===== src/rtl/tetris_dp_param_if.sv =====
// Command bus between the tetris game controller and the playfield datapath.
//   cmd_valid  : controller has a command this cycle
//   cmd_ready  : datapath can take a command (IDLE/ACTIVE)
//   cmd_op     : 1 SPAWN, 2 LEFT, 3 RIGHT, 4 ROT, 5 DROP (0,6,7 rejected)
//   cmd_piece  : piece type used by SPAWN
// master = controller side, slave = datapath side.
interface tetris_dp_param_if;
  logic       cmd_valid;
  logic       cmd_ready;
  logic [2:0] cmd_op;
  logic [1:0] cmd_piece;

  modport master (output cmd_valid, output cmd_op, output cmd_piece, input cmd_ready);
  modport slave  (input cmd_valid, input cmd_op, input cmd_piece, output cmd_ready);
endinterface


===== src/rtl/tetris_dp_param.sv =====
// Parametrised tetris playfield datapath: W x H board of locked cells plus one
// falling 2x2-boxed piece. One command per cycle, collision checking, locking,
// and sequential row clearing (one row examined or collapsed per cycle).
// Ports:
//   clka           rising-edge clock
//   restart_n      asynchronous active-low reset
//   cmd            command bus (slave side): valid/ready/op/piece
//   board_out      locked cells, bit r*W+c = (row r, col c), row 0 at top
//   piece_valid    a falling piece exists
//   loc_col/row    piece box position
//   rotation_out   piece rotation
//   curr_piece_out piece type
//   touched        one-cycle pulse when a piece locks
//   error_out      one-cycle pulse on a rejected command or blocked spawn
//   game_over      level, set once the board overflows
//   lines_total    saturating count of cleared rows
// All outputs are registered.
module tetris_dp_param #(
  parameter int W         = 4,
  parameter int H         = 8,
  parameter int SPAWN_COL = 1,
  parameter int LW        = 8,
  localparam int CW       = (W > 1) ? $clog2(W) : 1,
  localparam int RW       = (H > 1) ? $clog2(H) : 1
) (
  input  logic                 clka,
  input  logic                 restart_n,
  tetris_dp_param_if.slave     cmd,
  output logic [W*H-1:0]       board_out,
  output logic                 piece_valid,
  output logic [CW-1:0]        loc_col,
  output logic [RW-1:0]        loc_row,
  output logic [1:0]           rotation_out,
  output logic [1:0]           curr_piece_out,
  output logic                 touched,
  output logic                 error_out,
  output logic                 game_over,
  output logic [LW-1:0]        lines_total
);

  localparam logic [1:0] ST_IDLE   = 2'd0;
  localparam logic [1:0] ST_ACTIVE = 2'd1;
  localparam logic [1:0] ST_CLEAR  = 2'd2;
  localparam logic [1:0] ST_OVER   = 2'd3;

  localparam logic [2:0] OP_SPAWN = 3'd1;
  localparam logic [2:0] OP_LEFT  = 3'd2;
  localparam logic [2:0] OP_RIGHT = 3'd3;
  localparam logic [2:0] OP_ROT   = 3'd4;
  localparam logic [2:0] OP_DROP  = 3'd5;

  localparam logic [W*H-1:0] ONE_CELL = {{(W*H-1){1'b0}}, 1'b1};

  // 2x2 occupancy mask: b0=(r,c) b1=(r,c+1) b2=(r+1,c) b3=(r+1,c+1)
  function automatic logic [3:0] piece_mask(input logic [1:0] ptype, input logic [1:0] rot);
    logic [3:0] m;
    case (ptype)
      2'd0: m = 4'b0001;
      2'd1: m = rot[0] ? 4'b0101 : 4'b0011;
      2'd2: begin
        case (rot)
          2'd0:    m = 4'b0111;
          2'd1:    m = 4'b1011;
          2'd2:    m = 4'b1110;
          default: m = 4'b1101;
        endcase
      end
      default: m = 4'b1111;
    endcase
    return m;
  endfunction

  // True if any mask cell leaves the board or lands on a locked cell.
  // row/col are signed so a left move from column 0 is caught as well.
  function automatic logic collides(input logic [W*H-1:0] board, input int row,
                                    input int col, input logic [3:0] mask);
    logic hit;
    int   r;
    int   c;
    hit = 1'b0;
    for (int i = 0; i < 4; i++) begin
      r = row + i / 2;
      c = col + i % 2;
      if (!mask[i[1:0]]) hit = hit;
      else if (r < 0 || r >= H || c < 0 || c >= W) hit = 1'b1;
      else if ((board & (ONE_CELL << (r * W + c))) != '0) hit = 1'b1;
      else hit = hit;
    end
    return hit;
  endfunction

  // Board bits covered by the piece (only called for a collision-free placement).
  function automatic logic [W*H-1:0] piece_cells(input int row, input int col, input logic [3:0] mask);
    logic [W*H-1:0] cells;
    int             r;
    int             c;
    cells = '0;
    for (int i = 0; i < 4; i++) begin
      r = row + i / 2;
      c = col + i % 2;
      if (mask[i[1:0]] && r < H && c < W) cells = cells | (ONE_CELL << (r * W + c));
      else cells = cells;
    end
    return cells;
  endfunction

  // Remove row `scan`: rows 1..scan take the row above, row 0 becomes empty.
  function automatic logic [W*H-1:0] collapse_row(input logic [W*H-1:0] b, input int scan);
    logic [W*H-1:0] nb;
    nb = b;
    nb[W-1:0] = '0;
    for (int r = 1; r < H; r++) begin
      if (r <= scan) nb[r*W +: W] = b[(r-1)*W +: W];
      else nb[r*W +: W] = b[r*W +: W];
    end
    return nb;
  endfunction

  logic [1:0]     state_q, state_d;
  logic [W*H-1:0] board_q, board_d;
  logic [RW-1:0]  scan_q, scan_d;
  logic [RW-1:0]  row_q, row_d;
  logic [CW-1:0]  col_q, col_d;
  logic [1:0]     rot_q, rot_d;
  logic [1:0]     type_q, type_d;
  logic           pv_q, pv_d;
  logic           touched_q, touched_d;
  logic           error_q, error_d;
  logic           over_q, over_d;
  logic           ready_q, ready_d;
  logic [LW-1:0]  lines_q, lines_d;

  logic           accept_s;
  logic [3:0]     mask_cur_s;
  logic [W-1:0]   scan_row_s;

  // Next-state logic: command execution, locking and row clearing.
  always_comb begin
    state_d    = state_q;
    board_d    = board_q;
    scan_d     = scan_q;
    row_d      = row_q;
    col_d      = col_q;
    rot_d      = rot_q;
    type_d     = type_q;
    pv_d       = pv_q;
    touched_d  = 1'b0;
    error_d    = 1'b0;
    over_d     = over_q;
    lines_d    = lines_q;
    accept_s   = cmd.cmd_valid & ready_q;
    mask_cur_s = piece_mask(type_q, rot_q);
    scan_row_s = W'(board_q >> (int'(scan_q) * W));

    case (state_q)
      ST_IDLE: begin
        if (accept_s && cmd.cmd_op == OP_SPAWN) begin
          row_d  = '0;
          col_d  = CW'(SPAWN_COL);
          rot_d  = 2'd0;
          type_d = cmd.cmd_piece;
          if (collides(board_q, 0, SPAWN_COL, piece_mask(cmd.cmd_piece, 2'd0))) begin
            state_d = ST_OVER;
            error_d = 1'b1;
            over_d  = 1'b1;
          end else begin
            state_d = ST_ACTIVE;
            pv_d    = 1'b1;
          end
        end else if (accept_s) begin
          error_d = 1'b1;
        end else begin
          error_d = 1'b0;
        end
      end

      ST_ACTIVE: begin
        if (accept_s) begin
          case (cmd.cmd_op)
            OP_LEFT: begin
              if (collides(board_q, int'(row_q), int'(col_q) - 1, mask_cur_s)) error_d = 1'b1;
              else col_d = col_q - 1'b1;
            end
            OP_RIGHT: begin
              if (collides(board_q, int'(row_q), int'(col_q) + 1, mask_cur_s)) error_d = 1'b1;
              else col_d = col_q + 1'b1;
            end
            OP_ROT: begin
              if (collides(board_q, int'(row_q), int'(col_q), piece_mask(type_q, rot_q + 2'd1))) error_d = 1'b1;
              else rot_d = rot_q + 2'd1;
            end
            OP_DROP: begin
              if (!collides(board_q, int'(row_q) + 1, int'(col_q), mask_cur_s)) begin
                row_d = row_q + 1'b1;
              end else begin
                // Piece rests here: merge it into the board and start the scan at the bottom row.
                board_d   = board_q | piece_cells(int'(row_q), int'(col_q), mask_cur_s);
                touched_d = 1'b1;
                pv_d      = 1'b0;
                state_d   = ST_CLEAR;
                scan_d    = RW'(H - 1);
              end
            end
            default: error_d = 1'b1;
          endcase
        end else begin
          error_d = 1'b0;
        end
      end

      ST_CLEAR: begin
        // A collapsed row pulls a new row into `scan`, so the same row is re-examined.
        if (&scan_row_s) begin
          board_d = collapse_row(board_q, int'(scan_q));
          if (lines_q != {LW{1'b1}}) lines_d = lines_q + 1'b1;
          else lines_d = lines_q;
        end else if (scan_q == '0) begin
          state_d = ST_IDLE;
        end else begin
          scan_d = scan_q - 1'b1;
        end
      end

      ST_OVER: begin
        over_d = 1'b1;
      end

      default: begin
        state_d = ST_IDLE;
      end
    endcase

    ready_d = (state_d == ST_IDLE) || (state_d == ST_ACTIVE);
  end

  // State and output registers.
  always_ff @(posedge clka or negedge restart_n) begin
    if (!restart_n) begin
      state_q   <= ST_IDLE;
      board_q   <= '0;
      scan_q    <= '0;
      row_q     <= '0;
      col_q     <= '0;
      rot_q     <= 2'd0;
      type_q    <= 2'd0;
      pv_q      <= 1'b0;
      touched_q <= 1'b0;
      error_q   <= 1'b0;
      over_q    <= 1'b0;
      ready_q   <= 1'b0;
      lines_q   <= '0;
    end else begin
      state_q   <= state_d;
      board_q   <= board_d;
      scan_q    <= scan_d;
      row_q     <= row_d;
      col_q     <= col_d;
      rot_q     <= rot_d;
      type_q    <= type_d;
      pv_q      <= pv_d;
      touched_q <= touched_d;
      error_q   <= error_d;
      over_q    <= over_d;
      ready_q   <= ready_d;
      lines_q   <= lines_d;
    end
  end

  assign cmd.cmd_ready  = ready_q;
  assign board_out      = board_q;
  assign piece_valid    = pv_q;
  assign loc_col        = col_q;
  assign loc_row        = row_q;
  assign rotation_out   = rot_q;
  assign curr_piece_out = type_q;
  assign touched        = touched_q;
  assign error_out      = error_q;
  assign game_over      = over_q;
  assign lines_total    = lines_q;

endmodule


===== src/flat_wrapper.sv =====
// flat-port wrapper written by rule: the top's interface ports become plain ports
module tetris_dp_param_flat 
#(
  parameter int W         = 4,
  parameter int H         = 8,
  parameter int SPAWN_COL = 1,
  parameter int LW        = 8,
  localparam int CW       = (W > 1) ? $clog2(W) : 1,
  localparam int RW       = (H > 1) ? $clog2(H) : 1
)
  (clka, restart_n, board_out, piece_valid, loc_col, loc_row, rotation_out, curr_piece_out, touched, error_out, game_over, lines_total, cmd_cmd_valid, cmd_cmd_op, cmd_cmd_piece, cmd_cmd_ready);
  tetris_dp_param_if cmd_i ();
  input  logic clka;
  input  logic restart_n;
  output logic [W*H-1:0] board_out;
  output logic piece_valid;
  output logic [CW-1:0] loc_col;
  output logic [RW-1:0] loc_row;
  output logic [1:0] rotation_out;
  output logic [1:0] curr_piece_out;
  output logic touched;
  output logic error_out;
  output logic game_over;
  output logic [LW-1:0] lines_total;
  input wire logic [$bits(cmd_i.cmd_valid)-1:0] cmd_cmd_valid;
  input wire logic [$bits(cmd_i.cmd_op)-1:0] cmd_cmd_op;
  input wire logic [$bits(cmd_i.cmd_piece)-1:0] cmd_cmd_piece;
  output wire logic [$bits(cmd_i.cmd_ready)-1:0] cmd_cmd_ready;
  assign cmd_i.cmd_valid = cmd_cmd_valid;
  assign cmd_i.cmd_op = cmd_cmd_op;
  assign cmd_i.cmd_piece = cmd_cmd_piece;
  assign cmd_cmd_ready = cmd_i.cmd_ready;
  tetris_dp_param #(.W(W), .H(H), .SPAWN_COL(SPAWN_COL), .LW(LW)) u_core (.clka(clka), .restart_n(restart_n), .cmd(cmd_i), .board_out(board_out), .piece_valid(piece_valid), .loc_col(loc_col), .loc_row(loc_row), .rotation_out(rotation_out), .curr_piece_out(curr_piece_out), .touched(touched), .error_out(error_out), .game_over(game_over), .lines_total(lines_total));
endmodule

===== config.mk =====
export PLATFORM = sky130hd
export DESIGN_NAME = tetris_dp_param_flat
export DESIGN_NICKNAME = d
export VERILOG_FILES = /design/src/rtl/tetris_dp_param_if.sv /design/src/rtl/tetris_dp_param.sv /design/src/flat_wrapper.sv
export SDC_FILE = /design/constraint.sdc
export NUM_CORES = 1
export LEC_CHECK = 0
export ABC_AREA = 1
export BUFFER_PORTS_ARGS = -buffer_cell sky130_fd_sc_hd__buf_2
export CORE_ASPECT_RATIO = 1.1
export CORE_MARGIN = 4
export CORE_UTILIZATION = 25
export CTS_CLUSTER_DIAMETER = 40
export DETAILED_ROUTE_END_ITERATION = 10
export PLACE_DENSITY = 0.4
export SLEW_MARGIN = 0
export SYNTH_ARGS = -nofsm -noshare
export SYNTH_HDL_FRONTEND = slang
export SYNTH_SLANG_ARGS = --single-unit

===== constraint.sdc =====
create_clock -name clka -period 4 [get_ports clka]
set_input_delay 0.2 -clock clka [delete_from_list [all_inputs] [get_ports clka]]
set_output_delay 0.2 -clock clka [all_outputs]
set_load 0.03 [all_outputs]

==> run summary <==
Clock sinks: 59
Vias in the first global route: 14700
Slowest stage cell, crit path: dfrtp_2
Die H: 225 um
Worst Path Required: 4.24 ns
Synth area leaders: nand2_1 15%, dfrtp_1 14%, nor2_1 12%, nand4_1 9.2%, nand3_1 7.9%
Area share of the largest cell type after synthesis: 15.1%
Worst-case vdd ir drop: 0.198 mV
CTS Root Cell: clkbuf_16
Fin cells: 2682
Synth Cell Area: 10700 um2
Worst hold slack: -0.0346 ns
Post-synth EDFFs: 0
Tcrit/Tclk final: 100%
Worst-margin pin slew: 1.18 ns
Largest net degree at the start of global routing: 60
Ys Warns: 0
Total Power: 1.56 mW
Clock buffer depth: 2
Hold Fails Final Rpt: 14
H-tree Lvls: 3
Yosys reg bits: 59
Setup repair after global routing missed its margin: true
Outcome: finished, violations left
Worst Path Max Fanout: 10
Die Wd: 205 um
Pwr Density: 110 nW/um2
Initial Util: 25.3%
Share of cells above drive strength 1: 22.4%
# rows: 79
Initial detailed-routing violation count: 1803
Crit. Startpoint: u_core.loc_col[1]$_DFFE_PN0P_
Antenna viol nets, final: 0
Cell mode on critical path: nand2_1
Post-DP HPWL: 53100 um
Hold_buf cts: 0
Drt wl/cell: 26.8 um
Commonest cells in the netlist: 430 x nand2_1, 332 x nor2_1, 170 x nand3_1
Clk slew on worst S/H paths: 0.09 ns
Tmin final: 4.00 ns
Final Skew: 0.0331 ns
Port Buf Inserts: 61
Nets: 2180
# DRC: 0
DR pass1 iterations: 7
Max-cap violations: 0
Cell Chain, Critical Path: buf_4, ha_1, buf_4, ha_1, ha_1, buf_4, ha_1, a221oi_1, nand3_1, nor4_1, nand2_1, nand2_1, nand2_1, a21oi_4, buf_4, nand2_1, nand2_1, nand2_1, nand2_1, o21ai_0
Worst Path Arrival: 4.24 ns
Number of library cell types mapped by synthesis: 60
Multi-input logic area: 8550 um2
All-Layer GR Usage: 30.0%
Placed instance count: 2652
Syn_area_per_cell: 5.68 um2
Failing checks: hold timing
Die area: 46200 um2
First-pass GRT wire length: 101000 um
Post-synthesis sequential area ratio: 13.8%
Initial antenna violation count: 0
DR vias: 15600
CTS Buf Count: 9
R2R Setup Slk: 0.002 ns
Post-synth top area cell: nand2_1
Total wire length: 71900 um
Worst-skew pair later-pin latency: 0.40 ns
Cell area after layout: 14200 um2
Main synth FF type: dfrtp_1
Filler Cells Inserted: 4843
Hold Crit Class: primary input to async pin
I/O pin cnt: 62
CP Launch Type: flip-flop
Sequential Area: 1480 um2
Post-synth net total: 1958
Routability cong.: 1.10
Fmax: 0.250 GHz
Endpoint type of the worst setup path: flip-flop
GRT overflow: 0
Slew Viols, Final: 0
Layout area overhead: 32.5%
Via density: 5.83
Placed inst area: 13300 um2
Leak pwr: 6.28 nW
Reg2reg start: u_core.loc_col[1]$_DFFE_PN0P_
# setup viols final: 0
Fraction of registers with async set/reset: 100%
Max-slew headroom at the worst pin: 21.1%
Post-Synthesis Cells: 1886
Core box area: 42300 um2
Final core utilization: 33.5%
CTS tree: built
Max stage delay on crit path: 0.42 ns
CP Class: flip-flop to flip-flop
Most common cell in the netlist: nand2_1
repair_timing:
action,4_1_cts,5_1_grt
gates cloned,0,1
buffers inserted,1,10
gates resized for setup,22,107
setup endpoints to repair,28,48
pin swaps,2,53
per-stage QoR:
step	hold WS, ns	setup TNS (ns)	worst slack (ns)
after floorplan	-0.0956	0	0.0280
after global routing	0.0540	-5.47	-0.205
final	-0.0346	0	0.00154
after global placement	0.423	-1.86	-0.274
after detailed placement	0.425	-1.09	-0.278
after CTS	0.0176	0	0.0120
state kept, by name (all words and copies together) (netlist names):
signal,count
u_core.board_out,32
u_core.cmd.cmd_ready,1
u_core.curr_piece_out,2
u_core.error_out,1
u_core.game_over,1
u_core.lines_total,8
u_core.loc_col,2
u_core.loc_row,3
u_core.piece_valid,1
u_core.rotation_out,2
u_core.scan_q,3
u_core.state_q,2
u_core.touched,1
cell usage in the layout, fill, tap and decap left out, types with 16 or more instances in the layout:
cell / n
nand4_1: 158
xor2_1: 16
nor2_1: 322
nand2_1: 410
buf_2: 61
nand2_2: 20
ha_1: 45
o21ai_0: 61
buf_4: 246
o2111ai_1: 18
dfrtp_1: 55
a21oi_1: 60
clkinv_1: 17
nand3_2: 20
inv_1: 127
nand3_1: 151
nor3_1: 40
o22ai_1: 34
where the power goes:
group | total, mW | internal (mW) | switching, mW
sequential | 0.597 | 0.597 | 0
combinational | 0.0269 | 0.00544 | 0.0215
clock | 0.932 | 0.550 | 0.382
routing by layer:
| layer | vias up | GRT usage, % | part of all wire [%] |
|---|---|---|---|
| met5 | - | 0 | 0 |
| met4 | 0 | 20.0 | 8.3 |
| met3 | 322 | 6.97 | 9.0 |
| met2 | 932 | 46.7 | 44 |
| met1 | 7394 | 37.0 | 39 |
| li1 | 6994 | - | - |
cell type report:
type / instances / area share, %
antenna: 2 / 0.0353
multi-input combinational: 1546 / 60.3
clock buffer: 9 / 1.59
tap: 567 / 5.00
timing repair buffer: 328 / 17.6
clock inverter: 7 / 0.697
sequential: 59 / 10.4
inverter: 164 / 4.43
worst paths after layout:
check                                                            end  depth (start not counted)
worst max-delay path                   u_core.loc_row[2]$_DFFE_PN0P_                         20
worst min-delay path              u_core.rotation_out[1]$_DFFE_PN0P_                          2
worst max register to register         u_core.loc_row[2]$_DFFE_PN0P_                         20
worst min register to register        u_core.piece_valid$_DFFE_PN0P_                          2
max in group asynchronous           u_core.board_out[30]$_DFFE_PN0P_                          2
min in group clka               u_core.curr_piece_out[1]$_DFFE_PN0P_                          3
cells by family (layout without fill, tap and decap cells):
kind of cell,after synthesis,after routing,share of synthesized area [%]
flip-flops,59,59,13.8
AO/OA/AOI/OAI,281,281,17.1
AND/OR/NAND/NOR,1180,1180,49.2
XOR/XNOR,21,21,1.72
other,0,2,0
adder cells (fa/ha/maj),64,64,7.76
buffers and inverters,281,508,10.5
worst max-delay path: cells and delay by family (launching register included):
| family | cells | cell delay (ns) |
|---|---|---|
| simple gates | 9 | 1.24 |
| buf+inv | 4 | 0.65 |
| compound gates | 3 | 0.66 |
| fa+ha+maj | 4 | 0.88 |
| flops | 1 | 0.42 |
(Power assumes the default switching activity.)
